File: config.mk
export PLATFORM = sky130hd
export DESIGN_NAME = bk_serial_wide_adder
export DESIGN_NICKNAME = d
export VERILOG_FILES = /design/src/rtl/bk_adder_pkg.sv /design/src/rtl/Brent_Kung_Adder_12Bit.sv /design/src/rtl/bk_serial_wide_adder.sv
export SDC_FILE = /design/constraint.sdc
export NUM_CORES = 1
export LEC_CHECK = 0
export CORE_ASPECT_RATIO = 0.75
export CORE_MARGIN = 1
export CORE_UTILIZATION = 49
export DETAILED_ROUTE_END_ITERATION = 10
export PLACE_DENSITY = 0.8
export SYNTH_ARGS = -nofsm -noshare
export SYNTH_HDL_FRONTEND = slang
export SYNTH_HIERARCHICAL = 1
export SYNTH_SLANG_ARGS = --single-unit
File: constraint.sdc
create_clock -name clk -period 2.9 [get_ports clk]
set_input_delay 0.435 -clock clk [delete_from_list [all_inputs] [get_ports clk]]
set_output_delay 0.435 -clock clk [all_outputs]
set_load 0.03 [all_outputs]
File: src/rtl/bk_adder_pkg.sv
// Shared constants and types for the serial wide adder.
// Chunk width, FSM state enum and a counter-width helper.
package bk_adder_pkg;

  localparam int BK_CHUNK_W = 12;

  typedef enum logic [1:0] {
    IDLE = 2'd0,
    ADD  = 2'd1,
    DONE = 2'd2
  } bk_ser_state_t;

  function automatic int bk_cnt_w(input int n);
    return (n <= 1) ? 1 : $clog2(n);
  endfunction

endpackage

File: src/rtl/Brent_Kung_Adder_12Bit.sv
// 12-bit Brent-Kung parallel-prefix adder.
// Carry-in is folded into bit 0 generate.
module Brent_Kung_Adder_12Bit (
  input  logic [11:0] A,
  input  logic [11:0] B,
  input  logic        Cin,
  output logic [11:0] Sum,
  output logic        Cout
);

  logic [11:0] g;
  logic [11:0] p;
  logic [11:0] gg;
  logic [11:0] pp;
  logic [11:0] c;

  // Up-sweep then down-sweep prefix tree over (g,p) pairs
  always_comb begin
    g  = A & B;
    p  = A ^ B;
    gg = g;
    pp = p;
    gg[0] = g[0] | (p[0] & Cin);
    for (int d = 1; d < 12; d = d * 2) begin
      for (int i = 0; i < 12; i++) begin
        if (((i + 1) % (2 * d)) == 0) begin
          gg[i] = gg[i] | (pp[i] & gg[i-d]);
          pp[i] = pp[i] & pp[i-d];
        end
      end
    end
    for (int d = 4; d >= 1; d = d / 2) begin
      for (int i = 0; i < 12; i++) begin
        if ((((i + 1) % (2 * d)) == d) && (i >= 2 * d)) begin
          gg[i] = gg[i] | (pp[i] & gg[i-d]);
          pp[i] = pp[i] & pp[i-d];
        end
      end
    end
    c = {gg[10:0], Cin};
  end

  assign Sum  = p ^ c;
  assign Cout = gg[11];

endmodule

File: src/rtl/bk_serial_wide_adder.sv
// Serial wide adder: one 12-bit Brent-Kung pass per cycle, LSB chunk first.
// Optional signed overflow output enabled by BK_SERIAL_OVF_EN.
module bk_serial_wide_adder
  import bk_adder_pkg::*;
#(
  parameter int NUM_CHUNKS = 4
) (
  input  logic                           clk,
  input  logic                           rst,
  input  logic                           in_valid,
  output logic                           in_ready,
  input  logic [BK_CHUNK_W*NUM_CHUNKS-1:0] A,
  input  logic [BK_CHUNK_W*NUM_CHUNKS-1:0] B,
  input  logic                           Cin,
  output logic                           out_valid,
  input  logic                           out_ready,
  output logic [BK_CHUNK_W*NUM_CHUNKS-1:0] Sum,
  output logic                           Cout,
`ifdef BK_SERIAL_OVF_EN
  output logic                           ovf,
`endif
  output logic                           busy
);

  localparam int W  = BK_CHUNK_W * NUM_CHUNKS;
  localparam int CW = bk_cnt_w(NUM_CHUNKS);
  localparam logic [CW-1:0] LAST = CW'(NUM_CHUNKS - 1);

  bk_ser_state_t state_q, state_d;
  logic [W-1:0]  a_q, a_d;
  logic [W-1:0]  b_q, b_d;
  logic [W-1:0]  sum_q, sum_d;
  logic          c_q, c_d;
  logic [CW-1:0] cnt_q, cnt_d;

  logic [BK_CHUNK_W-1:0] ch_sum;
  logic                  ch_cout;

`ifdef BK_SERIAL_OVF_EN
  logic ovf_q, ovf_d;
`endif

  Brent_Kung_Adder_12Bit u_chunk (
    .A    (a_q[BK_CHUNK_W-1:0]),
    .B    (b_q[BK_CHUNK_W-1:0]),
    .Cin  (c_q),
    .Sum  (ch_sum),
    .Cout (ch_cout)
  );

  // Next-state: accept, per-chunk shift/ripple, hold result until taken
  always_comb begin
    state_d = state_q;
    a_d     = a_q;
    b_d     = b_q;
    sum_d   = sum_q;
    c_d     = c_q;
    cnt_d   = cnt_q;
`ifdef BK_SERIAL_OVF_EN
    ovf_d   = ovf_q;
`endif
    unique case (state_q)
      IDLE: begin
        if (in_valid) begin
          a_d     = A;
          b_d     = B;
          c_d     = Cin;
          cnt_d   = '0;
`ifdef BK_SERIAL_OVF_EN
          ovf_d   = 1'b0;
`endif
          state_d = ADD;
        end
      end
      ADD: begin
        a_d   = a_q >> BK_CHUNK_W;
        b_d   = b_q >> BK_CHUNK_W;
        sum_d = W'({ch_sum, sum_q} >> BK_CHUNK_W);
        c_d   = ch_cout;
        cnt_d = cnt_q + CW'(1);
        if (cnt_q == LAST) begin
          state_d = DONE;
`ifdef BK_SERIAL_OVF_EN
          ovf_d = (a_q[BK_CHUNK_W-1] == b_q[BK_CHUNK_W-1]) &&
                  (ch_sum[BK_CHUNK_W-1] != a_q[BK_CHUNK_W-1]);
`endif
        end
      end
      DONE: begin
        if (out_ready) state_d = IDLE;
      end
      default: state_d = IDLE;
    endcase
  end

  // State and datapath registers with synchronous reset
  always_ff @(posedge clk) begin
    if (rst) begin
      state_q <= IDLE;
      a_q     <= '0;
      b_q     <= '0;
      sum_q   <= '0;
      c_q     <= 1'b0;
      cnt_q   <= '0;
`ifdef BK_SERIAL_OVF_EN
      ovf_q   <= 1'b0;
`endif
    end else begin
      state_q <= state_d;
      a_q     <= a_d;
      b_q     <= b_d;
      sum_q   <= sum_d;
      c_q     <= c_d;
      cnt_q   <= cnt_d;
`ifdef BK_SERIAL_OVF_EN
      ovf_q   <= ovf_d;
`endif
    end
  end

  assign in_ready  = (state_q == IDLE) && !rst;
  assign out_valid = (state_q == DONE);
  assign busy      = (state_q != IDLE);
  assign Sum       = sum_q;
  assign Cout      = c_q;
`ifdef BK_SERIAL_OVF_EN
  assign ovf       = ovf_q;
`endif

endmodule
==> impl_metrics.ini, run 1 <==
[clock_tree]
clock_latency_ps = 410
clkTransAtPathRegs_ps = 60
postCtsHoldBufs = 0
root_buffer = clkbuf_16
cts-htree-levels = 4
clkSinkCount = 149
cts_tree = yes
numCtsBuffers = 17
post_cts_buffers = 0
cts_resized = 0
clockBufferDepth = 2

[sta]
fin_crit_ps = 2574
setup_viol = 0
relSlewSlack = 0.3233
fin_worst_skew_ps = 8.865
tightestPinTransition_ps = 1014
slew_violations = 0
setup_ws_ps = 326.3
hold_viol = 0
finalCritPeriodShare = 0.8875
rsz0062_at_grt = false
setup-tns-final_ps = 0
clock.fmax_mhz = 388.5

[detailed_routing]
wl_mm = 16.00
wire_per_inst_um = 16.54
drc = 0
via_count = 5262
drtAntennaViolNets = 0
avgViaCountPerCell = 5.442
drt_pass1_iterations = 5
drt_iter0_markers = 303

[global_routing]
use_met3 = 0.07900
grt_max_degree = 74
antenna_found_initial = 0
grt_pass1_vias = 5189
use_met2 = 0.3980
grt_overflow_total = 0
top_usage_layer = met2
grt_use_total = 0.2515
grt_pass1_wl_mm = 25.99
gr-usage-met1 = 0.3243

[synth]
ys_warn_count = 6
ys_types = 34
synthArstFlopShare = 0
ys_top_cells_by_area = dfxtp_1 48%, o221a_2 13%, a21oi_1 10%, nand2_1 6.0%, inv_1 5.3%
synthAdderAreaFrac = 0.04494
syn_area_sq_um = 6181
syn_inst = 663
synth_common_cells = 149 x dfxtp_1, 126 x a21oi_1, 99 x nand2_1
synth_top_family_by_area = compound AO/OA/AOI/OAI gates
synth.most_common_cell = dfxtp_1
synth_ff_type = dfxtp_1
synth_mux_area_frac = 0.001822
synth_fp_nets = 782
synth_edf_count = 0
yosys.area_share.simple = 0.07510
synth.largest_area_cell = dfxtp_1
synth-xor-area-share = 0.007085
synth_area_per_cell_sq_um = 9.323
synth-seq-cells = 149
synth_compound_area_frac = 0.2852
synth_seq_area_share = 0.4826
synth_top_area_share = 0.4826

[worst_setup_path]
cp_max_fo = 3
r2r_slack_ps = 330
end_kind = flop
cp_slowest_cell = fa_1
crit_required_ps = 3170
path_class = reg -> reg
r2r_cells = 12
startpoint_type = flop
cp.arrival_ps = 2840
cp_common_cell = fa_1
critPathLaunch = a_q[0]$_SDFFE_PP0P_
r2r-start = a_q[0]$_SDFFE_PP0P_
cp_slowest_stage_delay_ps = 420
worstSetupEndpoint = Sum[47]$_SDFFE_PP0N_
crit_chain = inv_1 > fa_1 > inv_1 > fa_1 > a211oi_2 > nor3_2 > o211ai_2 > nand2_1 > fa_1 > xor2_1 > nand2_1 > a21oi_1
worstReg2RegEnd = Sum[47]$_SDFFE_PP0N_

[finish]
drive_gt1_frac = 0.1586
nets = 907
diodes = 0
fin_area_sq_um = 8324
finalNonFillerCells = 967
areaGrowthSynthToFinish_pct = 34.68

[placement]
place_ws_ps = 360.6
dpl.hpwl_mm = 11.05
portBuffers = 152
place_area_sq_um = 7694
dpl.cell_count = 935
gp_congestion = 0.8405

[power_and_ir_drop]
peakVddDrop_v = 0.0004854
leakage_nw = 3.219
switching_share = 0.2572
p_sw_mw = 1.398
p_comb_frac = 0.147
internal_power_mw = 4.038
p_per_area_nw_per_um2 = 653.1
clkPwrFrac = 0.429
pwr-share-seq = 0.424

[floorplanning]
die_w_um = 131.7
ioPinCount = 153
num_rows = 35
initial_utilization = 0.5023
dieArea_sq_um = 13070
coreArea_sq_um = 12310
die_h_um = 99.27

[status]
outcome = finished clean

[min_path]
hold_start = Sum[9]$_SDFFE_PP0N_
hold_path.class = reg -> reg

[job]
max-cap-violations = 0
[worst max-delay path, delay by kind of cell, from the launching register on]
kind                     cells  cell delay (ps)
AO/OA/AOI/OAI                3              540
XOR/XNOR                     1              170
adder cells (fa/ha/maj)      3              990
buffers and inverters        2              130
flip-flops                   1              320
AND/OR/NAND/NOR              3              260
[sequential cells by signal, indices dropped and copies added, names as in the netlist]
| name | count |
|---|---|
| Cout | 1 |
| cnt_q | 2 |
| Sum | 48 |
| state_q | 2 |
| b_q | 48 |
| a_q | 48 |
[area by class of cell]
cell class,instances,area [sq um]
fillers,920,3981
flip-flops and latches,149,2983
multi-input cells,373,2572
repair buffers,160,1604
clock buffers,17,425.4
inverters,87,326.6
well taps,166,207.7
clock inverters,15,205.2
[worst min-delay path by stage]
stage,end,slack (ps),cells after the start
floorplan,a_q[36]$_SDFFE_PP0P_,440,1
global placement,Sum[1]$_SDFFE_PP0N_,440,2
detailed placement,Sum[9]$_SDFFE_PP0N_,450,2
CTS,Sum[9]$_SDFFE_PP0N_,460,2
global route,Sum[3]$_SDFFE_PP0N_,480,2
finish,Sum[9]$_SDFFE_PP0N_,450,2
[logic make-up (layout without fill, tap and decap cells)]
kind of cell	count (synthesis)	in the layout
compound gates	234	234
xor+xnor	5	5
fa+ha+maj	18	18
buf+inv	141	279
flops	149	149
mux	1	1
simple gates	115	115
[power groups by stage]
stage	Clock [mW]	Sequential [mW]	Combinational [mW]
final	2.33	2.31	0.797
after global placement	0	2.34	0.770
after floorplan	0	2.36	0.477
after CTS	2.36	2.31	0.799
after detailed placement	0	2.35	0.789
after global routing	2.45	2.32	0.871
[layout by cell type (no fill, tap or decap), drive strengths merged, types with 9 or more instances in the layout]
cell type / n
a21oi: 126
a22o: 25
buf: 9
clkbuf: 17
clkdlybuf4s50: 151
clkinv: 10
dfxtp: 149
ha: 11
inv: 88
nand2: 99
o221a: 73
[metrics by stage]
step	hold WS [ps]	util	power [mW]
2_1_floorplan	442.2	-	2.832
3_3_place_gp	441.2	0.6252	3.113
3_5_place_dp	446.6	0.6252	3.137
4_1_cts	455.5	0.6765	5.460
5_1_grt	478.8	0.6765	5.646
6_report	453.7	0.6765	5.437
[routing by layer]
layer / up-vias / part of all wire
li1: 2559 / -
met1: 2513 / 0.46
met2: 172 / 0.46
met3: 18 / 0.066
met4: 0 / 0.014
met5: - / 0
(Power assumes the default switching activity.)
==> inputs of run 2 (changes only) <==
--- a/config.mk
+++ b/config.mk
@@ -7,9 +7,10 @@
 export LEC_CHECK = 0
 export CORE_ASPECT_RATIO = 0.75
 export CORE_MARGIN = 1
-export CORE_UTILIZATION = 49
+export CORE_UTILIZATION = 59
 export DETAILED_ROUTE_END_ITERATION = 10
-export PLACE_DENSITY = 0.8
+export DONT_BUFFER_PORTS = 1
+export PLACE_DENSITY = 0.75
 export SYNTH_ARGS = -nofsm -noshare
 export SYNTH_HDL_FRONTEND = slang
 export SYNTH_HIERARCHICAL = 1
==> constraint.sdc (replaced) <==
create_clock -name clk -period 3.2 [get_ports clk]
set_input_delay 0.48 -clock clk [delete_from_list [all_inputs] [get_ports clk]]
set_output_delay 0.48 -clock clk [all_outputs]
set_load 0.03 [all_outputs]
==> run 2 against run 1 <==
Net effect: via count shrank 11%; sequential cell count unchanged; first-iteration DRC count up 35%; critical endpoint unchanged; largest cell class unchanged; clock power decreased by 21%; routed wire length is 7.0% lower.
==> impl_metrics.ini, run 2 (synthesis gave the netlist of run 1 again) <==
[floorplanning]
die_w_um = 120.2
dieArea_sq_um = 10890
initial_utilization = 0.6225
num_rows = 31
ioPinCount = 153
die_h_um = 90.64
coreArea_sq_um = 9930

[clock_tree]
cts_tree = yes
clock_latency_ps = 410
cts-htree-levels = 4
postCtsHoldBufs = 0
numCtsBuffers = 17
cts_resized = 0
clkSinkCount = 149
root_buffer = clkbuf_16
clkTransAtPathRegs_ps = 60
post_cts_buffers = 0
clockBufferDepth = 2

[global_routing]
grt_use_total = 0.2853
grt_overflow_total = 0
antenna_found_initial = 0
grt_max_degree = 127
grt_pass1_wl_mm = 24.14
grt_pass1_vias = 4740

[min_path]
hold_path.class = in -> reg

[sta]
relSlewSlack = 0.2084
hold_viol = 0
setup-tns-final_ps = 0
clock.fmax_mhz = 371.4
tightestPinTransition_ps = 1186
rsz0062_at_grt = false
fin_worst_skew_ps = 8.519
finalCritPeriodShare = 0.8414
fin_crit_ps = 2693
slew_violations = 0
hold_ws_ps = 185.2
setup_viol = 0

[worst_setup_path]
cp.arrival_ps = 3030
crit_required_ps = 3540
path_class = reg -> reg
end_kind = flop
cp_max_fo = 3
startpoint_type = flop

[status]
outcome = finished clean

[finish]
final.fill_count = 791
finalNonFillerCells = 774
diodes = 0
layout_commonest_cell = dfxtp_1
multi_input_area_sq_um = 2572
area.sequential_sq_um = 2983
layout_common_cells = 149 x dfxtp_1, 126 x a21oi_1, 98 x nand2_1, 87 x inv_1, 73 x o221a_2
areaGrowthSynthToFinish_pct = 7.308
drive_gt1_frac = 0.1838
nets = 750

[detailed_routing]
drc = 0
drt_iter0_markers = 409
wire_per_inst_um = 19.22
drt_pass1_iterations = 6
avgViaCountPerCell = 6.017
wl_mm = 14.88
via_count = 4657
drtAntennaViolNets = 0

[job]
max-cap-violations = 0

[placement]
dpl.cell_count = 744
gp_congestion = 0.8239
portBuffers = 0
dpl.hpwl_mm = 9.749

[power_and_ir_drop]
leakage_nw = 2.571
peakVddDrop_v = 0.0004363
p_per_area_nw_per_um2 = 670.8
-- run 2: cell count changes in the layout (fill, tap and decap cells not counted), sizes merged, moves of 3 or more --
cell           previous run  this run
bufinv                    4         1
clkdlybuf4s50           151         0
clkinv                   10         4
clkbuf                   17        21
buf                       9         3
clkinvlp                  0         4
-- run 2: worst paths after layout --
| path | end | startpoint | slack (ps) | cells after the start |
|---|---|---|---|---|
| hold / removal | Sum[13]$_SDFFE_PP0N_ | rst | 190 | 1 |
| setup / recovery | Sum[47]$_SDFFE_PP0N_ | Cout$_SDFFE_PP0P_ | 510 | 12 |
| hold reg to reg | b_q[40]$_SDFFE_PP0P_ | b_q[40]$_SDFFE_PP0P_ | 470 | 1 |
| setup reg to reg | Sum[47]$_SDFFE_PP0N_ | Cout$_SDFFE_PP0P_ | 510 | 12 |
-- run 2: metal layers --
metal	track usage	vias to the layer above	share of wire
met2	0.4320	185	0.45
met4	0.1083	0	0.013
met5	0	-	0
li1	-	2235	-
met3	0.08902	16	0.095
met1	0.3793	2221	0.44
-- run 2: layout make-up --
| class | instances | share of cell area |
|---|---|---|
| Tap cell | 132 | 0.02490 |
| Inverter | 87 | 0.04924 |
| Clock inverter | 9 | 0.01207 |
| Sequential cell | 149 | 0.4497 |
| Clock buffer | 21 | 0.07093 |
| Timing Repair Buffer | 3 | 0.005282 |
| Multi-Input combinational cell | 373 | 0.3879 |
-- run 2: critical path, cell delays in order, from the launching register on --
cell and delay, ps:
dfxtp_1 430, inv_1 120, fa_1 160, inv_1 50, fa_1 410, a211oi_2 290, nor3_2 100, o211ai_2 190
nand2_1 110, fa_1 400, xor2_1 180, nand2_1 70, a21oi_1 120
-- run 2: power breakdown --
| group | leakage [nW] | internal [mW] | total [mW] | switching, mW |
|---|---|---|---|---|
| sequential | 1.22 | 1.99 | 2.14 | 0.148 |
| combinational | 1.08 | 0.207 | 0.467 | 0.260 |
| clock | 0.263 | 1.12 | 1.84 | 0.729 |
-- run 2: metrics by stage --
stage            util  total power [mW]  area (sq um)  setup slack, ps
2_1_floorplan       -             2.566          6181            714.7
3_3_place_gp   0.6125             2.618          6082            624.0
3_5_place_dp   0.6125             2.633          6082            556.4
4_1_cts        0.6680             4.474          6633            537.2
5_1_grt        0.6680             4.636          6633            368.4
6_report       0.6680             4.449          6633            507.4
==> inputs of run 3 (changes only) <==
--- a/config.mk
+++ b/config.mk
@@ -7,7 +7,7 @@
 export LEC_CHECK = 0
 export CORE_ASPECT_RATIO = 0.75
 export CORE_MARGIN = 1
-export CORE_UTILIZATION = 59
+export CORE_UTILIZATION = 57
 export DETAILED_ROUTE_END_ITERATION = 10
 export DONT_BUFFER_PORTS = 1
 export PLACE_DENSITY = 0.75
==> constraint.sdc (replaced) <==
create_clock -name clk -period 2.4 [get_ports clk]
set_input_delay 0.36 -clock clk [delete_from_list [all_inputs] [get_ports clk]]
set_output_delay 0.36 -clock clk [all_outputs]
set_load 0.03 [all_outputs]
==> run 3 against run 2 <==
Net effect: combinational power increased by 44%; global-route usage decreased by 1.6 points; total power increased by 37%; die area increased by 3.4%; sequential power increased by 33%; critical path depth unchanged; worst setup slack got worse by 500 ps; final cell count increased by 1.7%; final area increased by 2.1%; largest cell class unchanged; clock-buffer cell count decreased by 2; via count increased by 1.6%.
==> impl_metrics.ini, run 3 (synthesis gave the netlist of run 1 again) <==
[finish]
areaGrowthSynthToFinish_pct = 9.555
layout_common_cells = 147 x dfxtp_1, 122 x a21oi_1, 97 x nand2_1, 83 x inv_1, 73 x o221a_2
diodes = 0
area.sequential_sq_um = 2985
drive_gt1_frac = 0.2212
nets = 757
multi_input_area_sq_um = 2613
final.fill_count = 854
layout_commonest_cell = dfxtp_1
final_core_util = 0.6505
finalNonFillerCells = 787
fin_area_sq_um = 6771

[min_path]
hold_path.class = in -> reg
holdPathEnd = Sum[42]$_SDFFE_PP0N_
min_path_cells = 1
hold_start = rst

[power_and_ir_drop]
p_per_area_nw_per_um2 = 897.2
peakVddDrop_v = 0.0005335
leakage_nw = 2.622

[global_routing]
use_met2 = 0.4017
gr-usage-met1 = 0.3661
grt_pass1_vias = 4587
use_met3 = 0.08893
grt_overflow_total = 0
grt_max_degree = 127
top_usage_layer = met2
grt_use_total = 0.2693
antenna_found_initial = 0
grt_pass1_wl_mm = 23.47

[sta]
setup_ws_ps = 10.90
clock.fmax_mhz = 418.6
fin_crit_ps = 2389
relSlewSlack = 0.2142
hold_viol = 0
fin_worst_skew_ps = 9.803
setup-tns-final_ps = 0
setup_viol = 0
slew_violations = 0
tightestPinTransition_ps = 1177
finalCritPeriodShare = 0.9955
rsz0062_at_grt = true

[floorplanning]
coreArea_sq_um = 10410
dieArea_sq_um = 11270
die_w_um = 122.2
initial_utilization = 0.5938
ioPinCount = 153
num_rows = 32
die_h_um = 92.18

[clock_tree]
clkTransAtPathRegs_ps = 60
postCtsHoldBufs = 0
cts_tree = yes
clock_latency_ps = 410
cts-htree-levels = 4
root_buffer = clkbuf_16
clkSinkCount = 149
numCtsBuffers = 17
clockBufferDepth = 2

[worst_setup_path]
worstReg2RegEnd = Sum[42]$_SDFFE_PP0N_
r2r_slack_ps = 10
cp.arrival_ps = 2730
r2r-start = a_q[0]$_SDFFE_PP0P_
end_kind = flop
startpoint_type = flop
cp_max_fo = 2
path_class = reg -> reg
r2r_cells = 12
crit_required_ps = 2740

[detailed_routing]
wire_per_inst_um = 19.13
via_count = 4732
wl_mm = 15.05
drt_pass1_iterations = 4
drc = 0
avgViaCountPerCell = 6.013
drtAntennaViolNets = 0
drt_iter0_markers = 515

[status]
outcome = finished clean

[placement]
dpl.hpwl_mm = 9.843
gp_congestion = 0.9137
dpl.cell_count = 753
portBuffers = 0
place_area_sq_um = 6138
place_ws_ps = -43.03

[job]
max-cap-violations = 0
-- run 3: cell types whose count changed in the layout (fill, tap and decap cells not counted), sizes merged --
| cell | delta |
|---|---|
| buf | +7 |
| clkbuf | -2 |
| clkinv | +3 |
| clkinvlp | -2 |
| inv | +3 |
-- run 3: power breakdown --
part	switching (mW)	internal (mW)
logic	0.371	0.303
clock network	1.06	1.50
registers	0.192	2.65
-- run 3: routing by layer --
layer	share of wire	vias up
met5	0	-
met4	0.012	0
met2	0.46	152
met3	0.073	18
li1	-	2253
met1	0.46	2309
-- run 3: worst max-delay path by stage --
stage	startpoint	to	slack (ps)	cells past startpoint
after floorplan	Cout$_SDFFE_PP0P_	Sum[45]$_SDFFE_PP0N_	20	11
after global placement	a_q[0]$_SDFFE_PP0P_	Sum[45]$_SDFFE_PP0N_	30	11
after detailed placement	a_q[0]$_SDFFE_PP0P_	Sum[45]$_SDFFE_PP0N_	-40	11
after CTS	a_q[0]$_SDFFE_PP0P_	Sum[45]$_SDFFE_PP0N_	0.4	11
after global routing	a_q[0]$_SDFFE_PP0P_	Sum[42]$_SDFFE_PP0N_	-100	12
final	a_q[0]$_SDFFE_PP0P_	Sum[42]$_SDFFE_PP0N_	10	12
-- run 3: final cells by class --
type	count	area share
inverters	87	0.04823
well taps	136	0.02513
clock inverters	13	0.01829
flip-flops and latches	149	0.4409
repair buffers	10	0.01478
multi-input cells	373	0.3858
clock buffers	19	0.06689
-- run 3: stage by stage --
stage / hold slack, ps / total power, mW
floorplan: 442.2 / 3.422
global placement: 445.5 / 3.506
detailed placement: 449.5 / 3.528
CTS: 14.79 / 6.090
global route: -2.590 / 6.315
finish: 55.55 / 6.075
-- run 3: critical path, stage by stage (launching register included) --
cell	delay (ps)
dfxtp_2	320
inv_2	50
fa_2	200
inv_2	40
fa_2	350
a211oi_4	250
buf_4	150
o21bai_1	70
a21oi_2	150
fa_1	420
inv_1	90
nand2_2	70
a21oi_2	160
-- run 3: timing repair --
item / in CTS / in global routing
gates resized for setup: 2 / 15
endpoints found under the setup margin: 2 / 8
pin swaps: 4 / 8
buffers inserted: 2 / 1
